==> src/rtl/mc_main_fsm_if.sv <==
// Control bundle between the multicycle main FSM and the datapath:
// opcode/memory handshake in, strobes and mux selects out.
interface mc_main_fsm_if;
    logic [6:0] op;
    logic       mem_ready;
    logic       pcupdate;
    logic       irwrite;
    logic       regwrite;
    logic       memwrite;
    logic       branch;
    logic       adrsrc;
    logic [1:0] resultsrc;
    logic [1:0] alusrca;
    logic [1:0] alusrcb;
    logic [1:0] aluop;
    logic       illegal;

    modport master (
        output op, mem_ready,
        input  pcupdate, irwrite, regwrite, memwrite, branch, adrsrc,
        input  resultsrc, alusrca, alusrcb, aluop, illegal
    );

    modport slave (
        input  op, mem_ready,
        output pcupdate, irwrite, regwrite, memwrite, branch, adrsrc,
        output resultsrc, alusrca, alusrcb, aluop, illegal
    );
endinterface

==> src/rtl/mc_main_fsm.sv <==
// Multicycle RISC-V main control FSM: Moore-decoded datapath strobes,
// optional memory wait states, illegal-opcode trap and retired counter.
module mc_main_fsm #(
    parameter bit WAIT_MEM = 1'b1,
    parameter bit EN_JAL   = 1'b1,
    parameter bit EN_BEQ   = 1'b1,
    parameter int CNT_W    = 32
) (
    input  logic             clk,
    input  logic             rst_n,
    mc_main_fsm_if.slave     bus,
    output logic [CNT_W-1:0] instret,
    output logic [3:0]       state_dbg
);

    typedef enum logic [3:0] {
        IDLE     = 4'd0,
        FETCH    = 4'd1,
        DECODE   = 4'd2,
        MEMADR   = 4'd3,
        MEMREAD  = 4'd4,
        MEMWB    = 4'd5,
        MEMWRITE = 4'd6,
        EXECR    = 4'd7,
        EXECI    = 4'd8,
        ALUWB    = 4'd9,
        BEQ      = 4'd10,
        JAL      = 4'd11,
        TRAP     = 4'd12
    } state_t;

    localparam logic [6:0] OP_LW   = 7'b0000011;
    localparam logic [6:0] OP_SW   = 7'b0100011;
    localparam logic [6:0] OP_R    = 7'b0110011;
    localparam logic [6:0] OP_I    = 7'b0010011;
    localparam logic [6:0] OP_JAL  = 7'b1101111;
    localparam logic [6:0] OP_BEQ  = 7'b1100011;

    state_t           state_q, state_d;
    logic [CNT_W-1:0] instret_q;
    logic             mem_ok;
    logic             retire;

    // Without wait states every memory access completes in its first cycle.
    assign mem_ok = WAIT_MEM ? bus.mem_ready : 1'b1;

    always_ff @(posedge clk or negedge rst_n) begin
        if (!rst_n) begin
            state_q   <= IDLE;
            instret_q <= '0;
        end else begin
            state_q <= state_d;
            if (retire)
                instret_q <= instret_q + CNT_W'(1);
        end
    end

    always_comb begin
        state_d       = state_q;
        retire        = 1'b0;
        bus.pcupdate  = 1'b0;
        bus.irwrite   = 1'b0;
        bus.regwrite  = 1'b0;
        bus.memwrite  = 1'b0;
        bus.branch    = 1'b0;
        bus.adrsrc    = 1'b0;
        bus.resultsrc = 2'b00;
        bus.alusrca   = 2'b00;
        bus.alusrcb   = 2'b00;
        bus.aluop     = 2'b00;
        bus.illegal   = 1'b0;
        unique case (state_q)
            IDLE: state_d = FETCH;
            FETCH: begin
                // Gate the IR/PC strobes so a stalled fetch loads exactly once.
                bus.irwrite   = mem_ok;
                bus.pcupdate  = mem_ok;
                bus.alusrcb   = 2'b10;
                bus.resultsrc = 2'b10;
                if (mem_ok) state_d = DECODE;
            end
            DECODE: begin
                bus.alusrca = 2'b01;
                bus.alusrcb = 2'b01;
                case (bus.op)
                    OP_LW, OP_SW: state_d = MEMADR;
                    OP_R:         state_d = EXECR;
                    OP_I:         state_d = EXECI;
                    OP_JAL:       state_d = EN_JAL ? JAL : TRAP;
                    OP_BEQ:       state_d = EN_BEQ ? BEQ : TRAP;
                    default:      state_d = TRAP;
                endcase
            end
            MEMADR: begin
                bus.alusrca = 2'b10;
                bus.alusrcb = 2'b01;
                state_d     = (bus.op == OP_LW) ? MEMREAD : MEMWRITE;
            end
            MEMREAD: begin
                bus.adrsrc = 1'b1;
                if (mem_ok) state_d = MEMWB;
            end
            MEMWB: begin
                bus.resultsrc = 2'b01;
                bus.regwrite  = 1'b1;
                retire        = 1'b1;
                state_d       = FETCH;
            end
            MEMWRITE: begin
                // Write strobe is held for the whole wait, not gated by mem_ready.
                bus.adrsrc   = 1'b1;
                bus.memwrite = 1'b1;
                if (mem_ok) begin
                    retire  = 1'b1;
                    state_d = FETCH;
                end
            end
            EXECR: begin
                bus.alusrca = 2'b10;
                bus.aluop   = 2'b10;
                state_d     = ALUWB;
            end
            EXECI: begin
                bus.alusrca = 2'b10;
                bus.alusrcb = 2'b01;
                bus.aluop   = 2'b10;
                state_d     = ALUWB;
            end
            ALUWB: begin
                bus.regwrite = 1'b1;
                retire       = 1'b1;
                state_d      = FETCH;
            end
            BEQ: begin
                bus.alusrca = 2'b10;
                bus.aluop   = 2'b01;
                bus.branch  = 1'b1;
                retire      = 1'b1;
                state_d     = FETCH;
            end
            JAL: begin
                bus.alusrca  = 2'b01;
                bus.alusrcb  = 2'b10;
                bus.pcupdate = 1'b1;
                state_d      = ALUWB;
            end
            TRAP: begin
                bus.illegal = 1'b1;
                state_d     = TRAP;
            end
            default: state_d = IDLE;
        endcase
    end

    assign instret   = instret_q;
    assign state_dbg = state_q;

endmodule

==> src/flat_wrapper.sv <==
// flat-port wrapper written by rule: the top's interface ports become plain ports
module mc_main_fsm_flat 
#(
    parameter bit WAIT_MEM = 1'b1,
    parameter bit EN_JAL   = 1'b1,
    parameter bit EN_BEQ   = 1'b1,
    parameter int CNT_W    = 32
)
  (clk, rst_n, instret, state_dbg, bus_op, bus_mem_ready, bus_pcupdate, bus_irwrite, bus_regwrite, bus_memwrite, bus_branch, bus_adrsrc, bus_resultsrc, bus_alusrca, bus_alusrcb, bus_aluop, bus_illegal);
  mc_main_fsm_if bus_i ();
  input  logic clk;
  input  logic rst_n;
  output logic [CNT_W-1:0] instret;
  output logic [3:0] state_dbg;
  input wire logic [$bits(bus_i.op)-1:0] bus_op;
  input wire logic [$bits(bus_i.mem_ready)-1:0] bus_mem_ready;
  output wire logic [$bits(bus_i.pcupdate)-1:0] bus_pcupdate;
  output wire logic [$bits(bus_i.irwrite)-1:0] bus_irwrite;
  output wire logic [$bits(bus_i.regwrite)-1:0] bus_regwrite;
  output wire logic [$bits(bus_i.memwrite)-1:0] bus_memwrite;
  output wire logic [$bits(bus_i.branch)-1:0] bus_branch;
  output wire logic [$bits(bus_i.adrsrc)-1:0] bus_adrsrc;
  output wire logic [$bits(bus_i.resultsrc)-1:0] bus_resultsrc;
  output wire logic [$bits(bus_i.alusrca)-1:0] bus_alusrca;
  output wire logic [$bits(bus_i.alusrcb)-1:0] bus_alusrcb;
  output wire logic [$bits(bus_i.aluop)-1:0] bus_aluop;
  output wire logic [$bits(bus_i.illegal)-1:0] bus_illegal;
  assign bus_i.op = bus_op;
  assign bus_i.mem_ready = bus_mem_ready;
  assign bus_pcupdate = bus_i.pcupdate;
  assign bus_irwrite = bus_i.irwrite;
  assign bus_regwrite = bus_i.regwrite;
  assign bus_memwrite = bus_i.memwrite;
  assign bus_branch = bus_i.branch;
  assign bus_adrsrc = bus_i.adrsrc;
  assign bus_resultsrc = bus_i.resultsrc;
  assign bus_alusrca = bus_i.alusrca;
  assign bus_alusrcb = bus_i.alusrcb;
  assign bus_aluop = bus_i.aluop;
  assign bus_illegal = bus_i.illegal;
  mc_main_fsm #(.WAIT_MEM(WAIT_MEM), .EN_JAL(EN_JAL), .EN_BEQ(EN_BEQ), .CNT_W(CNT_W)) u_core (.clk(clk), .rst_n(rst_n), .bus(bus_i), .instret(instret), .state_dbg(state_dbg));
endmodule
==> config.mk <==
export PLATFORM = sky130hd
export DESIGN_NAME = mc_main_fsm_flat
export DESIGN_NICKNAME = d
export VERILOG_FILES = /design/src/rtl/mc_main_fsm_if.sv /design/src/rtl/mc_main_fsm.sv /design/src/flat_wrapper.sv
export SDC_FILE = /design/constraint.sdc
export NUM_CORES = 1
export LEC_CHECK = 0
export ABC_CLOCK_PERIOD_IN_PS = 3390
export BUFFER_PORTS_ARGS = -buffer_cell sky130_fd_sc_hd__buf_2
export CAP_MARGIN = 15
export CORE_MARGIN = 2
export CORE_UTILIZATION = 41
export CTS_BUF_LIST = sky130_fd_sc_hd__clkbuf_4 sky130_fd_sc_hd__clkbuf_8
export CTS_CLUSTER_SIZE = 20
export DETAILED_ROUTE_END_ITERATION = 8
export GPL_ROUTABILITY_DRIVEN = 0
export PLACE_DENSITY = 0.73
export SETUP_SLACK_MARGIN = 0.15
export SYNTH_ARGS = -nofsm -noshare
export SYNTH_HDL_FRONTEND = slang
export SYNTH_SLANG_ARGS = --single-unit
==> constraint.sdc <==
create_clock -name clk -period 3.39 [get_ports clk]
set_input_delay 0.5085 -clock clk [delete_from_list [all_inputs] [get_ports clk]]
set_output_delay 0.5085 -clock clk [all_outputs]
set_load 0.01 [all_outputs]
==> impl_metrics.env <==
export IMPL_placed_area_um2=2410
export IMPL_synth_simple_gate_area_share_pct=25.7
export IMPL_ant_nets=0
export IMPL_drive_gt1_share_pct=30.5
export IMPL_postCtsSetupBuffers=0
export IMPL_hold_viol=0
export IMPL_synth_cell_types=46
export IMPL_cts_tree="done"
export IMPL_syn_avg_cell_area_um2=9.82
export IMPL_coreArea_um2=4790
export IMPL_cp_data_arrival_time_ns=1.82
export IMPL_io_buffer_count=60
export IMPL_rsz0062_at_grt="false"
export IMPL_relSlewSlack_pct=48.8
export IMPL_dr_pass1_iters=4
export IMPL_grt_max_degree=37
export IMPL_tightest_slew_ns=0.769
export IMPL_leakagePower_nw=1.13
export IMPL_final_area_um2=2500
export IMPL_final_core_util_pct=52.3
export IMPL_wl_per_cell_um=13.5
export IMPL_fmax_mhz=430
export IMPL_fin_nets=280
export IMPL_finalMaxSlewViolations=0
export IMPL_grt_ovfl_total=0
export IMPL_dpl_hpwl_um=3350
export IMPL_synthCells=210
export IMPL_drtIter0Drc=84
export IMPL_clk_pin_slew_worst_paths_ns=0.07
export IMPL_nFillCells=447
export IMPL_synth_xor_xnor_area_share_pct=14.9
export IMPL_dp_cells=329
export IMPL_fin_cells=336
export IMPL_finalSetupTns_ns=0
export IMPL_grtUsageTotal_pct=17.9
export IMPL_fin_crit_sh_pct=68.6
export IMPL_ys_seq_elements=36
export IMPL_hold_class="in2async"
export IMPL_row_count=25
export IMPL_cts_buffers=5
export IMPL_path_max_fanout=21
export IMPL_grt_pass1_vias=1581
export IMPL_wirelength_um=4550
export IMPL_path_class="reg2out"
export IMPL_yosysWarnings=0
export IMPL_num_vias=1767
export IMPL_power_density_nw_per_um2=582
export IMPL_start_util_pct=43.1
export IMPL_post_cts_resized=0
export IMPL_syn_area_um2=2060
export IMPL_finClkSkew_ns=0.00368
export IMPL_synth_mux_area_share_pct=1.03
export IMPL_power_mw=1.46
export IMPL_cts_max_path_buffers=2
export IMPL_cap_violations=0
export IMPL_outcome="finished, final reports clean"
export IMPL_synth_area_leaders="dfrtp_1 44%, xnor2_1 11%, xor2_1 4.2%"
export IMPL_synth_top_family_by_area="simple AND/OR/NAND/NOR gates"
export IMPL_area_delta_synth_final_pct=21.4
export IMPL_final_common_cell="buf_2"
export IMPL_yosys_area_top_type_share_pct=43.7
export IMPL_clock_sinks=36
export IMPL_crit_required_ns=2.88
export IMPL_die_area_um2=5610
export IMPL_final_cell_mix="60 x buf_2, 36 x dfrtp_1, 25 x xnor2_1"
export IMPL_syn_nets=221
export IMPL_diodes=0
export IMPL_peakVddDrop_mv=0.274
export IMPL_synth_compound_area_share_pct=11.3
export IMPL_setup_viol=0
export IMPL_drc=0
export IMPL_vias_per_cell=5.26
export IMPL_die_w_um=74.9
export IMPL_yosysTopAreaCell="dfrtp_1"
export IMPL_start_kind="flop"
export IMPL_cp_end_kind="output port"
export IMPL_min_period_ns=2.33
export IMPL_htreeDepth=2
export IMPL_die_h_um=74.9
export IMPL_grt_pass1_wl_um=7630
export IMPL_root_buffer="clkbuf_8"
export IMPL_ctsHoldBuffers=0
export IMPL_insertion_delay_ns=0.28
export IMPL_antenna_found_initial=0
export IMPL_ys_seq_area_share_pct=43.7
export IMPL_synth_fa_ha_area_share_pct=0.607
export IMPL_pin_count=61
power breakdown:
group / switching (mW) / internal (mW) / leakage, nW
Sequential: 0.137 / 0.481 / 0.460
Clock: 0.140 / 0.181 / 0.0503
Combinational: 0.276 / 0.241 / 0.618
metal layers:
layer	global-route usage, %	up-vias	wire (µm)
li1	-	865	-
met1	24.3	857	2030
met2	27.7	38	2230
met3	4.42	7	232
met4	6.55	0	58
met5	0	-	0
cells in the mapped netlist, drive strengths merged:
cell type  count
dfrtp         36
xnor2         25
nand2         19
nor2          16
nand4         10
xor2          10
nand3          9
nor3           8
a21oi          7
and3           7
nand2b         6
o21ai          6
and4           5
clkbuf         5
inv            5
or2            4
buf            3
nand3b         3
a2111oi        2
a22o           2
and2           2
nor4           2
o22ai          2
a2111o         1
a211o          1
a21o           1
a22oi          1
a311oi         1
and3b          1
ha             1
mux2           1
mux2i          1
nor2b          1
nor4b          1
o2111ai        1
o31a           1
o31ai          1
o32a           1
o32ai          1
state kept, by name, summed over array words and instances, names as in the netlist:
name              cells
u_core.instret       32
u_core.state_dbg      4
worst max-delay path, stage by stage (launching register included):
cell,delay [ns]
dfrtp_1,0.73
xor2_1,0.25
nand2b_1,0.23
inv_1,0.18
buf_2,0.15
metrics by stage:
| step | hold slack [ns] | setup slack, ns |
|---|---|---|
| detailed placement | 0.465 | 1.18 |
| finish | 0.295 | 1.06 |
| global route | 0.353 | 0.855 |
| CTS | 0.318 | 1.05 |
| floorplan | 0.213 | 1.48 |
| global placement | 0.458 | 1.24 |
final timing paths:
check	startpoint	end	cells after the start	slack, ns
setup / recovery	u_core.state_dbg[3]	bus_regwrite	4	1.06
hold / removal	rst_n	u_core.instret[31]	1	0.30
setup reg to reg	u_core.state_dbg[3]	u_core.instret[30]	5	1.16
hold reg to reg	u_core.instret[31]	u_core.instret[31]	1	0.47
max in group asynchronous	rst_n	u_core.state_dbg[0]	1	2.61
min in group clk	u_core.instret[31]	u_core.instret[31]	1	0.47
kinds of logic after synthesis:
logic type	count (synthesis)
compound gates	29
xor+xnor	35
fa+ha+maj	1
buf+inv	13
flops	36
mux	2
simple gates	94
cell type report:
| class | instances | area [µm²] | share of cell area (%) |
|---|---|---|---|
| Multi-Input combinational cell | 161 | 1100 | 44.1 |
| Sequential cell | 36 | 901 | 36.0 |
| Timing Repair Buffer | 60 | 300 | 12.0 |
| Clock buffer | 7 | 96.3 | 3.85 |
| Tap cell | 67 | 83.8 | 3.35 |
| Inverter | 5 | 18.8 | 0.750 |
Power figures use the tool's default switching activity.
